===== config.mk =====
export PLATFORM = sky130hd
export DESIGN_NAME = bcd_preset_adjuster
export DESIGN_NICKNAME = d
export VERILOG_FILES = /design/src/rtl/bcd_preset_adjuster.sv
export SDC_FILE = /design/constraint.sdc
export NUM_CORES = 1
export LEC_CHECK = 0
export CELL_PAD_IN_SITES_DETAIL_PLACEMENT = 1
export CELL_PAD_IN_SITES_GLOBAL_PLACEMENT = 2
export CORE_MARGIN = 2
export CORE_UTILIZATION = 31
export CTS_CLUSTER_DIAMETER = 80
export DETAILED_ROUTE_END_ITERATION = 8
export PLACE_DENSITY_LB_ADDON = 0.1
export SYNTH_ARGS = -nofsm -noshare
export SYNTH_HDL_FRONTEND = slang
export SYNTH_SLANG_ARGS = --single-unit

===== constraint.sdc =====
create_clock -name clk -period 5.15 [get_ports clk]
set_clock_uncertainty 0.05 [all_clocks]
set_input_delay 0.515 -clock clk [delete_from_list [all_inputs] [get_ports clk]]
set_output_delay 0.515 -clock clk [all_outputs]
set_load 0.03 [all_outputs]

===== src/rtl/bcd_preset_adjuster.sv =====
// rtl/bcd_preset_adjuster.sv - N-digit BCD preset value with add/sub stepping, auto-repeat and load strobe
//
// Holds an ADJ_DIGITS-wide BCD value. Each add or sub press changes it by one unit,
// with BCD carry and borrow across digits. The value wraps or clamps at 0 and MAX_VALUE.
// A held button auto-repeats: the first repeat comes REPEAT_DELAY cycles after the first
// step, and later repeats come every REPEAT_PERIOD cycles.
//
// Ports:
//   clk       system clock
//   reset     synchronous, active-high reset
//   add       increment request (level)
//   sub       decrement request (level)
//   clr_req   clear value to zero; highest priority after reset
//   out_word  {adjustable BCD digits, ZERO_DIGITS x 4'h0}, MS digit at the top
//   load      one-cycle strobe when out_word takes a new value
//   wrap      one-cycle strobe on a wrap-around step
//   at_max    value == MAX_VALUE
//   at_zero   value == 0
module bcd_preset_adjuster #(
  parameter int ADJ_DIGITS    = 2,
  parameter int ZERO_DIGITS   = 2,
  parameter int MAX_VALUE     = 99,
  parameter int WRAP          = 1,
  parameter int REPEAT_DELAY  = 8,
  parameter int REPEAT_PERIOD = 4
) (
  input  logic                                  clk,
  input  logic                                  reset,
  input  logic                                  add,
  input  logic                                  sub,
  input  logic                                  clr_req,
  output logic [4*(ADJ_DIGITS+ZERO_DIGITS)-1:0] out_word,
  output logic                                  load,
  output logic                                  wrap,
  output logic                                  at_max,
  output logic                                  at_zero
);

  localparam int VW      = 4 * ADJ_DIGITS;
  localparam int CNT_MAX = (REPEAT_DELAY > REPEAT_PERIOD) ? REPEAT_DELAY : REPEAT_PERIOD;
  localparam int CW      = $clog2(CNT_MAX + 1);

  function automatic logic [VW-1:0] to_bcd(input int v);
    int r;
    to_bcd = '0;
    r = v;
    for (int i = 0; i < ADJ_DIGITS; i++) begin
      to_bcd[4*i +: 4] = 4'(r % 10);
      r = r / 10;
    end
  endfunction

  localparam logic [VW-1:0] MAX_BCD = to_bcd(MAX_VALUE);

  typedef enum logic [1:0] {S_IDLE, S_WAIT, S_REPEAT} state_t;

  state_t          state_q, state_d;
  logic [CW-1:0]   cnt_q, cnt_d;
  logic [1:0]      held_q, held_d;  // {add,sub} pattern being auto-repeated
  logic [VW-1:0]   value_q, value_d;
  logic            load_d, wrap_d;
  logic            do_step;
  logic [VW-1:0]   inc_val, dec_val;
  logic            carry, borrow;
  logic            cmd_valid;

  assign cmd_valid = add ^ sub;

  // Repeat FSM: decides on which cycles a step is applied.
  always_comb begin
    state_d = state_q;
    cnt_d   = cnt_q;
    held_d  = held_q;
    do_step = 1'b0;
    case (state_q)
      S_IDLE: begin
        if (cmd_valid) begin
          do_step = 1'b1;
          cnt_d   = '0;
          held_d  = {add, sub};
          state_d = S_WAIT;
        end
      end
      S_WAIT: begin
        if ({add, sub} != held_q) begin
          state_d = S_IDLE;
          cnt_d   = '0;
        end else if (cnt_q == CW'(REPEAT_DELAY - 1)) begin
          do_step = 1'b1;
          cnt_d   = '0;
          state_d = S_REPEAT;
        end else begin
          cnt_d = cnt_q + CW'(1);
        end
      end
      S_REPEAT: begin
        if ({add, sub} != held_q) begin
          state_d = S_IDLE;
          cnt_d   = '0;
        end else if (cnt_q == CW'(REPEAT_PERIOD - 1)) begin
          do_step = 1'b1;
          cnt_d   = '0;
        end else begin
          cnt_d = cnt_q + CW'(1);
        end
      end
      default: begin
        state_d = S_IDLE;
        cnt_d   = '0;
      end
    endcase
  end

  // Ripple BCD increment and decrement of the whole multi-digit value.
  always_comb begin
    inc_val = value_q;
    dec_val = value_q;
    carry   = 1'b1;
    borrow  = 1'b1;
    for (int i = 0; i < ADJ_DIGITS; i++) begin
      if (carry) begin
        if (value_q[4*i +: 4] == 4'd9) begin
          inc_val[4*i +: 4] = 4'd0;
        end else begin
          inc_val[4*i +: 4] = value_q[4*i +: 4] + 4'd1;
          carry = 1'b0;
        end
      end
      if (borrow) begin
        if (value_q[4*i +: 4] == 4'd0) begin
          dec_val[4*i +: 4] = 4'd9;
        end else begin
          dec_val[4*i +: 4] = value_q[4*i +: 4] - 4'd1;
          borrow = 1'b0;
        end
      end
    end
  end

  // Limit handling uses the full value. A clamped step still counts for the repeat timing.
  // A clamped step changes nothing, so it raises no strobe.
  always_comb begin
    value_d = value_q;
    load_d  = 1'b0;
    wrap_d  = 1'b0;
    if (do_step) begin
      if (add) begin
        if (value_q == MAX_BCD) begin
          if (WRAP != 0) begin
            value_d = '0;
            load_d  = 1'b1;
            wrap_d  = 1'b1;
          end
        end else begin
          value_d = inc_val;
          load_d  = 1'b1;
        end
      end else begin
        if (value_q == '0) begin
          if (WRAP != 0) begin
            value_d = MAX_BCD;
            load_d  = 1'b1;
            wrap_d  = 1'b1;
          end
        end else begin
          value_d = dec_val;
          load_d  = 1'b1;
        end
      end
    end
  end

  always_ff @(posedge clk) begin
    if (reset) begin
      state_q <= S_IDLE;
      cnt_q   <= '0;
      held_q  <= '0;
      value_q <= '0;
      load    <= 1'b0;
      wrap    <= 1'b0;
    end else if (clr_req) begin
      state_q <= S_IDLE;
      cnt_q   <= '0;
      held_q  <= '0;
      value_q <= '0;
      load    <= 1'b1;
      wrap    <= 1'b0;
    end else begin
      state_q <= state_d;
      cnt_q   <= cnt_d;
      held_q  <= held_d;
      value_q <= value_d;
      load    <= load_d;
      wrap    <= wrap_d;
    end
  end

  assign at_max  = (value_q == MAX_BCD);
  assign at_zero = (value_q == '0);

  generate
    if (ZERO_DIGITS == 0) begin : g_no_zero
      assign out_word = value_q;
    end else begin : g_zero
      assign out_word = {value_q, {(4*ZERO_DIGITS){1'b0}}};
    end
  endgenerate

endmodule


==> results of run 1 <==
==> cell families (layout without fill, tap and decap cells) <==
kind of cell,count (synthesis),after routing,synth area share
compound gates,38,38,0.1867
fa+ha+maj,6,6,0.05714
simple gates,84,84,0.3267
mux,2,2,0.01619
xor+xnor,7,7,0.04667
buf+inv,22,22,0.08951
flops,18,18,0.2743
other cells,1,8,0.002854
==> worst register-to-register path, cell delays in order (launching register included) <==
cell and delay, ps:
dfxtp_1 340, inv_1 120, ha_1 260, or3b_4 430, a221oi_4 440, and3_1 220, nor3_1 40
==> how the worst max path moves through the flow <==
stage	start	end	slack, ps	depth (start not counted)
floorplan	value_q[0]	at_max	2750	3
global placement	add	value_q[7]	2070	6
detailed placement	add	value_q[7]	1960	6
CTS	add	value_q[7]	2240	6
global route	add	value_q[5]	2010	6
finish	add	value_q[7]	2250	6
==> metrics by stage <==
step / total power (W) / std cells / instance area [µm²] / setup slack [ps]
floorplan: 0.0002207 / 185 / 1340 / 2747
global placement: 0.0002364 / 232 / 1456 / 2074
detailed placement: 0.0002385 / 232 / 1456 / 1956
CTS: 0.0003418 / 235 / 1498 / 2235
global route: 0.0003575 / 235 / 1498 / 2006
finish: 0.0003338 / 235 / 1498 / 2253
==> registers in the layout, summed over array words and instances (netlist names) <==
name     flops
cnt_q        4
held_q       2
state_q      2
value_q      8
wrap         1
load         1
==> power groups by stage <==
stage               sequential [W]  clock [W]  combinational (W)
floorplan                 0.000156          0          0.0000650
global placement          0.000155          0          0.0000818
detailed placement        0.000155          0          0.0000836
CTS                       0.000152   0.000106          0.0000841
global route              0.000153   0.000113          0.0000917
finish                    0.000152  0.0000992          0.0000830
==> cell usage in the layout (no fill, tap or decap), types with 2 or more instances in the layout <==
cell	Yosys	final
nand4_1	2	2
and3_1	2	2
dfxtp_1	18	18
o21ai_0	11	11
conb_1	1	8
nand3_1	8	8
or2_2	3	3
nor3_1	9	9
clkdlybuf4s50_1	0	16
a21oi_1	14	14
nand2b_1	3	3
a31oi_1	2	2
nor3b_1	2	2
inv_1	3	3
clkbuf_8	0	3
nor2b_1	4	4
nor2_1	16	16
nand2_1	21	21
xnor2_1	7	7
a221oi_1	2	2
and2_1	4	4
ha_1	6	6
or3_1	4	4
==> routing by layer <==
metal	up-vias	global-route usage
li1	614	-
met2	20	0.2425
met1	572	0.1713
met4	0	0.03268
met5	-	0
met3	4	0.03947
==> area by class of cell <==
cell class	instances	area [µm²]
inverters	3	11.26
fillers	509	2531
well taps	50	62.56
repair buffers	16	160.2
flip-flops and latches	18	360.3
clock buffers	3	41.29
multi-input cells	145	862.1
==> results.json, run 1 <==
{
  "status": "completed",
  "wl_met2_um": 1508,
  "start_util": 0.3261,
  "synth-main-ff-cell": "dfxtp_1",
  "antenna_found_initial": 0,
  "top_layer_used": "met4",
  "cts_max_path_buffers": 2,
  "antenna_cells": 0,
  "r2r_start": "state_q[0]",
  "pwr_density_cell_mw_per_mm2": 222.9,
  "cts_hold_buffers": 0,
  "ys_ff_latch": 18,
  "grt_pass1_wl_um": 5547,
  "start_kind": "input pin",
  "cts_buffers": 3,
  "io_pins": 25,
  "rr_worst_depth": 6,
  "drt_iter0_markers": 64,
  "cts_setup_buffers": 0,
  "wl_met1_um": 1600,
  "worstHoldStart": "cnt_q[1]",
  "fin_nets": 198,
  "cts_num_sinks": 18,
  "yosysMostFrequentCell": "nand2_1",
  "max_freq_mhz": 345.2,
  "core_mm2": 0.004029,
  "rsz0062_at_grt": "false",
  "p_comb_frac": 0.249,
  "drive_gt1_frac": 0.05405,
  "min_to": "cnt_q[1]",
  "fin_crit_ps": 2897,
  "r2r_end": "value_q[7]",
  "synth_edf_count": 0,
  "final-hold-violation-count": 0,
  "die_w_um": 69.10,
  "grt_pass1_vias": 1219,
  "routed_wl_um": 3261,
  "drt-wirelength-per-cell_um": 13.88,
  "std_cell_rows": 23,
  "yosys_warnings": 0,
  "hold_depth": 2,
  "synth_top_area_cell": "dfxtp_1",
  "dieArea_mm2": 0.004775,
  "synth.avg_cell_area_um2": 7.381,
  "critPathTopFamily": "buffers and inverters",
  "seq_area_frac_synth": 0.2743,
  "max_cap_violations": 0,
  "crit_arrival_ps": 2980,
  "fin_tns_setup_ps": 0,
  "netlist_area_mm2": 0.001314,
  "worstHoldPathType": "reg2reg",
  "crit_buf_inv": 1,
  "dp_hpwl_um": 2293,
  "fp.dieH_um": 69.10,
  "pwr-share-clk": 0.297,
  "cts_resized": 0,
  "insertion_delay_ps": 250,
  "ys_types": 41,
  "slowest_stage": "clkdlybuf4s50_1",
  "antenna_left": 0,
  "finalMaxSlewViolations": 0,
  "period_share": 0.5626,
  "critical_path.max_fanout": 27,
  "overflow": 0,
  "ir_drop_uv": 140.8,
  "dr.pass1.iters": 2,
  "p_switching_w": 0.0001062,
  "grt_util_all_layers": 0.1401,
  "timing.hold.ws_ps": 439.4,
  "cp-end-kind": "flip-flop",
  "r2r_slack_ps": 3120,
  "p_seq_frac": 0.454,
  "clk_pin_slew_ps": 70,
  "grt_max_degree": 28,
  "synth_common_cells": "21 x nand2_1, 18 x dfxtp_1, 16 x nor2_1",
  "drc": 0,
  "port-buffer-count": 16,
  "async_flop_share": 0,
  "synth_area_leaders": "dfxtp_1 27%, nand2_1 6.0%, ha_1 5.7%",
  "critPathKind": "in2reg",
  "worst_slew_pin_slew_ps": 922.5,
  "synth_top_area_share": 0.2743,
  "syn_to_final_growth_pct": 14.00,
  "vias_per_cell": 5.149,
  "swShare": 0.3183,
  "cts_root_buf": "clkbuf_8",
  "critical_path.max_stage_delay_ps": 1080,
  "critPathRequiredTime_ps": 5230,
  "p_int_w": 0.0002276,
  "relSlewSlack": 0.3831,
  "syn-instance-count": 178,
  "setup_violations": 0,
  "p_leak_nw": 0.5523,
  "route.met3.wl_um": 118,
  "place_congestion": 0.7382,
  "h-tree-depth": 1,
  "vias": 1210,
  "path_cells": "clkdlybuf4s50_1, xnor2_1, or3b_4, a221oi_4, and3_1, nor3_1",
  "cts_tree": "built",
  "utilization": 0.3717
}
Power figures use the tool's default switching activity.
==> inputs of run 2 (changes only) <==
--- a/config.mk
+++ b/config.mk
@@ -8,7 +8,7 @@
 export CELL_PAD_IN_SITES_DETAIL_PLACEMENT = 1
 export CELL_PAD_IN_SITES_GLOBAL_PLACEMENT = 2
 export CORE_MARGIN = 2
-export CORE_UTILIZATION = 31
+export CORE_UTILIZATION = 26
 export CTS_CLUSTER_DIAMETER = 80
 export DETAILED_ROUTE_END_ITERATION = 8
 export PLACE_DENSITY_LB_ADDON = 0.1
==> constraint.sdc (replaced) <==
create_clock -name clk -period 2.5 [get_ports clk]
set_clock_uncertainty 0.05 [all_clocks]
set_input_delay 0.25 -clock clk [delete_from_list [all_inputs] [get_ports clk]]
set_output_delay 0.25 -clock clk [all_outputs]
set_load 0.03 [all_outputs]
==> run 2 against run 1 <==
Against the previous run: power rose by 120%; routed wire length rose by 4.2%; global-route usage fell by 0.48 points; sequential power rose by 99%.
==> results.json, run 2 (synthesis gave the netlist of run 1 again) <==
{
  "fin_nets": 205,
  "use_met3": 0.02008,
  "drt_iter0_markers": 45,
  "cts_max_path_buffers": 2,
  "antenna_left": 0,
  "period_share": 0.9202,
  "fin_crit_ps": 2301,
  "grt_max_degree": 18,
  "fp.dieH_um": 75.09,
  "overflow": 0,
  "antenna_cells": 0,
  "final_cell_mix": "21 x nand2_1, 18 x dfxtp_1, 16 x nor2_1, 15 x clkdlybuf4s50_1, 14 x a21oi_1",
  "drc": 0,
  "finalMaxSlewViolations": 0,
  "vias_per_cell": 4.758,
  "status": "completed",
  "place_congestion": 0.7199,
  "io_pins": 25,
  "routed_wl_um": 3399,
  "crit_arrival_ps": 2000,
  "cts_root_buf": "clkbuf_8",
  "std_cell_rows": 25,
  "ir_drop_uv": 159.2,
  "die_w_um": 75.09,
  "critical_path.max_fanout": 9,
  "insertion_delay_ps": 260,
  "layout_commonest_cell": "nand2_1",
  "h-tree-depth": 1,
  "port-buffer-count": 16,
  "crit_start": "value_q[2]",
  "vias": 1237,
  "setup_violations": 0,
  "rsz0062_at_grt": "false",
  "pre_cts_ws_ps": 179.8,
  "drive_gt1_frac": 0.09326,
  "clk_pin_slew_ps": 80,
  "cts_buffers": 3,
  "largest_register_ffs": 8,
  "cts_num_sinks": 18,
  "drt-wirelength-per-cell_um": 13.07,
  "worstHoldStart": "held_q[0]",
  "grt_pass1_vias": 1220,
  "critPathRequiredTime_ps": 2200,
  "utilization": 0.3310,
  "core_mm2": 0.004786,
  "grt_pass1_wl_um": 5858,
  "critPathKind": "reg2out",
  "r2r_start": "state_q[1]",
  "max_cap_violations": 0,
  "placed_area_mm2": 0.001530,
  "worst_slack_ps": 199.5,
  "cts_tree": "built",
  "cts_setup_buffers": 0,
  "p_leak_nw": 0.5960,
  "fin_tns_setup_ps": 0,
  "grt-busiest-layer": "met2",
  "start_util": 0.2745,
  "final-hold-violation-count": 0,
  "dieArea_mm2": 0.005638,
  "globalRouteMet1Util": 0.1911,
  "syn_to_final_growth_pct": 20.57,
  "stdcell_area_mm2": 0.001584,
  "dr.pass1.iters": 4,
  "pwr_density_cell_mw_per_mm2": 466.8,
  "worstHoldPathType": "reg2reg",
  "grt_util_all_layers": 0.1354,
  "antenna_found_initial": 0,
  "start_kind": "flip-flop",
  "max_freq_mhz": 434.7,
  "dp_hpwl_um": 2495,
  "reg_top3": "value_q x8, cnt_q x4",
  "grt_use_met2": 0.2096,
  "cp-end-kind": "primary output",
  "regMostFlops": "value_q"
}
## run 2: cell type report
| class | count | area, µm² |
|---|---|---|
| fill | 612 | 3202 |
| multi-input combinational | 145 | 862.1 |
| sequential | 18 | 360.3 |
| timing repair buffer | 23 | 211.5 |
| tap | 67 | 83.83 |
| clock buffer | 4 | 55.05 |
| inverter | 3 | 11.26 |
## run 2: power breakdown
group,switching [W],total (W),internal (W)
clock network,0.000110,0.000250,0.000140
logic,0.000116,0.000186,0.0000699
registers,0.00000836,0.000303,0.000295
total,0.000234,0.000739,0.000505
## run 2: worst paths after layout
check,slack (ps),end,cells past startpoint
setup / recovery,200,at_max,3
hold / removal,440,held_q[0],2
setup reg to reg,490,value_q[7],6
hold reg to reg,440,held_q[0],2
## run 2: worst max-delay path, cell delays in order (launching register included)
cell and delay [ps]:
dfxtp_1 390, or2_2 380, nor4_1 250, clkdlybuf4s50_1 720
## run 2: repair_timing
| item | in CTS | in global routing |
|---|---|---|
| endpoints found under the setup margin | 1 | 0 |
| hold buffers | 0 | 0 |
| resized for setup | 1 | 0 |
## run 2: metal layers
layer	part of all wire	vias up	routed length, µm
met4	0.014	0	48
met3	0.032	5	110
met1	0.51	580	1722
met2	0.45	21	1517
li1	-	631	-
met5	0	-	0
## run 2: metrics by stage
| stage | std cells | hold WS (ps) | total power [W] |
|---|---|---|---|
| after floorplan | 185 | 272.4 | 0.0004546 |
| after global routing | 260 | 475.2 | 0.0007840 |
| after CTS | 260 | 443.1 | 0.0007547 |
| final | 260 | 435.6 | 0.0007394 |
| after global placement | 256 | 419.2 | 0.0004972 |
| after detailed placement | 256 | 431.9 | 0.0005004 |
==> inputs of run 3 (changes only) <==
--- a/config.mk
+++ b/config.mk
@@ -11,6 +11,8 @@
 export CORE_UTILIZATION = 26
 export CTS_CLUSTER_DIAMETER = 80
 export DETAILED_ROUTE_END_ITERATION = 8
+export GPL_TIMING_DRIVEN = 1
+export MAX_ROUTING_LAYER = met4
 export PLACE_DENSITY_LB_ADDON = 0.1
 export SYNTH_ARGS = -nofsm -noshare
 export SYNTH_HDL_FRONTEND = slang
==> run 3 against run 2 <==
Against the previous run: setup slack improved by 0.69 ps; register-to-register slack barely moved; non-clock buffer count did not move; combinational power barely moved; fmax barely moved; die area did not move; highest routed layer unchanged; final area did not move; hold slack barely moved; critical endpoint unchanged; largest power group unchanged; clock power barely moved; count of clock-buffer cells in the layout did not move; sequential power barely moved; critical path depth did not move.
==> results.json, run 3 (synthesis gave the netlist of run 1 again) <==
{
  "std_cell_rows": 25,
  "cp-end-kind": "primary output",
  "routed_wl_um": 3399,
  "rsz0062_at_grt": "false",
  "drc": 0,
  "crit_arrival_ps": 2000,
  "reg_top3": "value_q x8, cnt_q x4",
  "timing.hold.ws_ps": 435.6,
  "port-buffer-count": 16,
  "core_mm2": 0.004786,
  "grt_pass1_wl_um": 5858,
  "r2r_start": "state_q[1]",
  "start_util": 0.2745,
  "regArea_um2": 360.3,
  "cts_tree": "built",
  "crit_start": "value_q[2]",
  "grt_max_degree": 18,
  "grt_util_all_layers": 0.1392,
  "h-tree-depth": 1,
  "fp.dieH_um": 75.09,
  "layout_commonest_cell": "nand2_1",
  "multi_input_area_um2": 862.1,
  "fin_tns_setup_ps": 0,
  "pre_cts_ws_ps": 179.8,
  "fin_crit_ps": 2300,
  "insertion_delay_ps": 260,
  "vias": 1238,
  "cts_buffers": 3,
  "worstHoldStart": "held_q[0]",
  "vias_per_cell": 4.762,
  "ir_drop_uv": 159.2,
  "regMostFlops": "value_q",
  "final-hold-violation-count": 0,
  "cts_root_buf": "clkbuf_8",
  "dieArea_mm2": 0.005638,
  "drt-wirelength-per-cell_um": 13.07,
  "final_cell_mix": "21 x nand2_1, 18 x dfxtp_1, 16 x nor2_1, 15 x clkdlybuf4s50_1, 14 x a21oi_1",
  "place_congestion": 0.7284,
  "grt_pass1_vias": 1220,
  "start_kind": "flip-flop",
  "syn_to_final_growth_pct": 20.57,
  "critical_path.max_fanout": 9,
  "status": "completed",
  "critPathRequiredTime_ps": 2200,
  "cts_max_path_buffers": 2,
  "antenna_found_initial": 0,
  "worstHoldPathType": "reg2reg",
  "die_w_um": 75.09,
  "worst_slack_ps": 200.2,
  "cts_num_sinks": 18,
  "overflow": 0,
  "antenna_left": 0,
  "largest_register_ffs": 8,
  "antenna_cells": 0,
  "max_cap_violations": 0,
  "io_pins": 25,
  "total_power_w": 0.0007397,
  "clk_pin_slew_ps": 80,
  "p_leak_nw": 0.5960,
  "critPathTopFamily": "buffers and inverters",
  "setup_violations": 0,
  "pwr_density_cell_mw_per_mm2": 467.0,
  "finalMaxSlewViolations": 0,
  "fin_nets": 205,
  "critical_path.max_stage_delay_ps": 720,
  "fillers": 612,
  "period_share": 0.9199,
  "path_cells": "or2_2, nor4_1, clkdlybuf4s50_1",
  "drt_iter0_markers": 56,
  "max_freq_mhz": 434.8,
  "crit_buf_inv": 1,
  "critPathKind": "reg2out",
  "drive_gt1_frac": 0.09326,
  "dr.pass1.iters": 4,
  "dp_hpwl_um": 2495,
  "slowest_stage": "clkdlybuf4s50_1"
}
-- run 3: worst paths after layout --
| path | to | slack (ps) | depth (start not counted) |
|---|---|---|---|
| hold reg to reg | held_q[0] | 440 | 2 |
| hold / removal | held_q[0] | 440 | 2 |
| setup / recovery | at_max | 200 | 3 |
| setup reg to reg | value_q[7] | 490 | 6 |
-- run 3: final cells by class --
cell class,count,area share
well taps,67,0.05292
multi-input cells,145,0.5442
repair buffers,23,0.1335
flip-flops and latches,18,0.2275
clock buffers,4,0.03476
inverters,3,0.007109
-- run 3: metrics by stage --
step | utilization | cell area [µm²] | instances
global route | 0.3310 | 1584 | 260
floorplan | - | 1340 | 185
CTS | 0.3310 | 1584 | 260
global placement | 0.3197 | 1530 | 256
finish | 0.3310 | 1584 | 260
detailed placement | 0.3197 | 1530 | 256
-- run 3: report_power, final --
part           internal, W  switching, W  leakage [nW]
sequential        0.000295    0.00000836         0.146
combinational    0.0000699      0.000116         0.421
clock             0.000140      0.000110        0.0288
-- run 3: metal layers --
layer  up-vias  global-route usage  routed length [µm]
met5         -                   -                   0
met4         0             0.04762                  49
met3         5             0.02008                 109
met2        21              0.2105                1518
met1       581              0.1895                1722
li1        631                   -                   -
-- run 3: timing repair --
action | in CTS | in global routing
setup endpoints to repair | 1 | 0
resized for setup | 1 | 0
hold buffers | 0 | 0
buffers inserted | 0 | 0
-- run 3: tightest hold or removal path, stage by stage, from the launching register on --
cell and delay (ps):
dfxtp_1 330, nand2_1 60, a21oi_1 50
==> RTL edit 1: new RTL, settings of run 3 <==
Reset style: asynchronous (`reset`), changed in one clocked block. Comments in the files are not updated.
--- a/src/rtl/bcd_preset_adjuster.sv
+++ b/src/rtl/bcd_preset_adjuster.sv
@@ -172,3 +172,3 @@
 
-  always_ff @(posedge clk) begin
+  always_ff @(posedge clk or posedge reset) begin
     if (reset) begin
Behaviour: differs if reset is asserted again (counterexample within 4 cycles, from zero or initial values and one cycle with reset high); with reset held inactive, the same outputs for 10 cycles.
==> RTL edit 1 against run 3 <==
Wire length up 33%; combinational power up 85%; core utilization down 1.4 points; final area up 18%; critical path type unchanged; area after synthesis up 20%; hold slack worse by 54 ps; power up 25%; worst setup slack better by 220 ps; largest cell class unchanged; first-iteration DRC count up 16%; sequential cell count unchanged.
==> RTL edit 1: results (changes against run 3) <==
| Metric | Value |
|---|---|
| Layout cells sized above 1 | 0.106 (+0.0130) |
| Initial DRC count | 65 (+16%) |
| Fillcell total | 694 (+13%) |
| Met3 WL | 150 um (+38%) |
| Yosys warning count | 0 (unchanged) |
| Status | completed |
| Synthesized instance count | 189 (+6.2%) |
| Top Layer Used | met4 |
| Placed instance area | 1810 sq um (+18%) |
| Pre-CTS WS | 307 ps (+127 ps) |
| Drt pass-1 iters | 4 (unchanged) |
| RePlAce Congestion | 0.789 (+8.3%) |
| Global-route wire length before repair | 7540 um (+29%) |
| Max Fanout on Critical Path | 10 (+1) |
| Fin Hold WS | 381 ps (-54.2 ps) |
| Synth area leaders | dfrtp_1 29%, ha_1 4.0%, buf_4 3.8% |
| Worst path arrival time | 1780 ps (-220 ps) |
| Grt met2 use | 0.256 (+0.0452) |
| Async SR Flop Fraction | 1.00 (+1.00) |
| Clk slew on worst S/H paths | 80 ps (about the same) |
| Crit path max-delay family | simple AND/OR/NAND/NOR gates |
| FF-to-FF Start | state_q[1] |
| Logic pwr share | 0.372 (+0.121) |
| Min-delay worst type | in2async |
| CP Capture Type | output port |
| M1 WL | 1970 um (+14%) |
| Compound-gate portion of the synthesized area | 0.209 (+0.0221) |
| Post-synthesis mux area share | 0.0335 (+0.0173) |
| Pwr Total | 0.928 mW (+25%) |
| Top FF cell, synth | dfrtp_1 |
| Met3 usage | 0.0297 (+0.00959) |
| P_leak | 0.788 nW (+32%) |
| Vias in the first global route | 1471 (+21%) |
| Met1 usage | 0.182 (-0.00778) |
| Placed wire-length estimate | 3430 um (+38%) |
| Largest net degree at the start of global routing | 22 (+4) |
| Synth cell types | 52 (+27%) |
| Non-Filler Instances | 282 (+8.5%) |
| GRT Resource Usage Total | 0.151 (+0.0116) |
| NumNets Final | 218 (+6.3%) |
| Seq/Total Area, Yosys | 0.287 (+0.0126) |
| WL/cell | 16.0 um (+22%) |
| Peak supply drop | 198 uV (+24%) |
| Post-CTS Setup Inserts | 0 (unchanged) |
| Post-Synth Adder-Cell Area | 0.0398 (-0.0173) |
| Critical-path top delay cell | or4_1 |
| Worst-Skew Late Latency | 260 ps (about the same) |
| Crit path to | at_zero |
| Clock Path Buffers | 2 (unchanged) |
| Post-synth top cells | 18 x dfrtp_1, 15 x nor2_1, 13 x nand2_1 |
| Antenna violations before repair | 0 (unchanged) |
| Vias per inst | 5.07 (+6.4%) |
| Int Pwr | 0.583 mW (+15%) |
| Crit-path max cell delay | 620 ps (-100 ps) |
| WL met2 | 2340 um (+54%) |
| Endpoint of the worst-slack reg-to-reg timing path | value_q[5] |
| CP Launch Point | value_q[4] |
| XOR/XNOR Fraction of Synth Area | 0.0558 (+0.00911) |
| Clock power share | 0.273 (-0.066) |
| Min Tclk post-route | 2080 ps (-221 ps) |
-- RTL edit 1: cell types whose count changed in the layout (fill, tap and decap cells not counted), sizes merged, moves of 3 or more --
cell | before | now
nand3 | 8 | 5
xor2 | 0 | 4
a2111oi | 0 | 3
a21oi | 14 | 9
nand2 | 21 | 13
dfxtp | 18 | 0
or4 | 0 | 3
a211oi | 1 | 5
and2 | 4 | 0
dfrtp | 0 | 18
nand2b | 3 | 9
inv | 3 | 11
or3 | 4 | 0
buf | 7 | 12
-- RTL edit 1: layout make-up --
class | count | area [sq um] | area share
timing repair buffer | 28 | 255 | 0.137
inverter | 11 | 41.3 | 0.0221
multi-input combinational | 146 | 972 | 0.520
tap | 75 | 93.8 | 0.0502
clock buffer | 4 | 55.1 | 0.0295
sequential | 18 | 450 | 0.241
-- RTL edit 1: repair_timing --
item	4_1_cts	5_1_grt
endpoints found under the setup margin	0	2
gates resized for setup	0	2
endpoints found under the hold margin	0	0
==> RTL edit 2: new RTL, flow settings as in run 3 <==
Without the edit above. Change the parameter `ZERO_DIGITS` from 2 to 4.
--- a/src/rtl/bcd_preset_adjuster.sv
+++ b/src/rtl/bcd_preset_adjuster.sv
@@ -20,3 +20,3 @@
   parameter int ADJ_DIGITS    = 2,
-  parameter int ZERO_DIGITS   = 2,
+  parameter int ZERO_DIGITS   = 4,
   parameter int MAX_VALUE     = 99,
Interface: changed (resized out_word); port bits go from 25 to 33. No check against the original RTL was run, so the function may have changed too.
==> RTL edit 2 against run 3 <==
Sequential cell count stayed put; hold slack got worse by 5.7 ps; core utilization shrank 1.4 points; worst setup slack barely moved; power increased by 1.8%; area after synthesis increased by 4.6%; wire length up 1.2%; critical endpoint unchanged; final area up 2.1%; combinational power increased by 8%; non-clock buffer count did not move.
==> RTL edit 2: results (changes against run 3) <==
| Metric | Value |
|---|---|
| XOR/XNOR Fraction of Synth Area | 0.0446 (-0.00204) |
| Placed cells | 267 (+4.3%) |
| Mapped Avg Cell Area | 7.39 sq um (about the same) |
| Worst hold start | cnt_q[1] |
| Placed wire-length estimate | 2600 um (+4.0%) |
| Met3 WL | 75 um (-31%) |
| WL/cell | 12.7 um (-2.9%) |
| Fin Hold WS | 430 ps (-5.73 ps) |
| Vias in the first global route | 1296 (+6.2%) |
| Post-Route WL | 3440 um (+1.2%) |
| Initial DRC count | 46 (-18%) |
| WL met2 | 1690 um (+11%) |
| Layout cells sized above 1 | 0.0896 (-0.00371) |
| Met1 usage | 0.153 (-0.0367) |
| Fillcell total | 655 (+7.0%) |
| Clk root buf | clkbuf_8 |
| Compound-gate portion of the synthesized area | 0.179 (-0.00816) |
| Met3 usage | 0.0188 (-0.00126) |
| Synth area leaders | dfxtp_1 26%, buf_4 9.3%, nand2_1 5.7% |
| M1 WL | 1660 um (-3.4%) |
| Post-synth top cells | 21 x nand2_1, 18 x dfxtp_1, 17 x buf_4 |
| Placed instance area | 1560 sq um (+2.2%) |
| Global-route wire length before repair | 6120 um (+4.5%) |
| GRT Resource Usage Total | 0.129 (-0.0107) |
| Peak supply drop | 190 uV (+19%) |
| Largest net degree at the start of global routing | 23 (+5) |
| WHS Endpoint | cnt_q[1] |
| Clk slew on worst S/H paths | 70 ps |
| NumNets Final | 213 (+3.9%) |
| P_leak | 0.622 nW (+4.4%) |
| Register-to-Register Setup Slack | 470 ps (-20 ps) |
| Seq/Total Area, Yosys | 0.262 (-0.0120) |
| Worst setup margin | 200 ps (+0.116 ps) |
| RePlAce Congestion | 0.750 (+3.0%) |
| Endpoint of the worst-slack reg-to-reg timing path | value_q[6] |
| Post-synthesis mux area share | 0.0155 (-0.000708) |
| Grt met2 use | 0.227 (+0.0167) |
| FF-to-FF Start | state_q[0] |
| Vias per inst | 4.62 (-2.9%) |
| Status | completed |
| Worst-Skew Late Latency | 260 ps (about the same) |
| Post-Synth Adder-Cell Area | 0.0546 (-0.00250) |
==> RTL edit 2: changes by cell type after synthesis, sizes merged <==
cell | before | now
buf | 10 | 18
==> RTL edit 2: logic make-up (layout without fill, tap and decap cells) <==
| family | Yosys count | after routing |
|---|---|---|
| flip-flops | 18 | 18 |
| multiplexers | 2 | 2 |
| adder cells (fa/ha/maj) | 6 | 6 |
| buffers and inverters | 30 | 30 |
| AO/OA/AOI/OAI | 38 | 38 |
| AND/OR/NAND/NOR | 84 | 84 |
| XOR/XNOR | 7 | 7 |
| other | 1 | 16 |
==> RTL edit 2: where the power goes <==
part,internal (mW),switching (mW)
logic,0.0711,0.129
clock network,0.140,0.109
registers,0.295,0.00884
==> RTL edit 2: final cells by class <==
class | instances | area [sq um] | share of cell area
Inverter | 3 | 11.3 | 0.00696
Timing Repair Buffer | 23 | 211 | 0.131
Tap cell | 70 | 87.6 | 0.0541
Clock buffer | 4 | 55.1 | 0.0340
Multi-Input combinational cell | 153 | 892 | 0.551
Sequential cell | 18 | 360 | 0.223
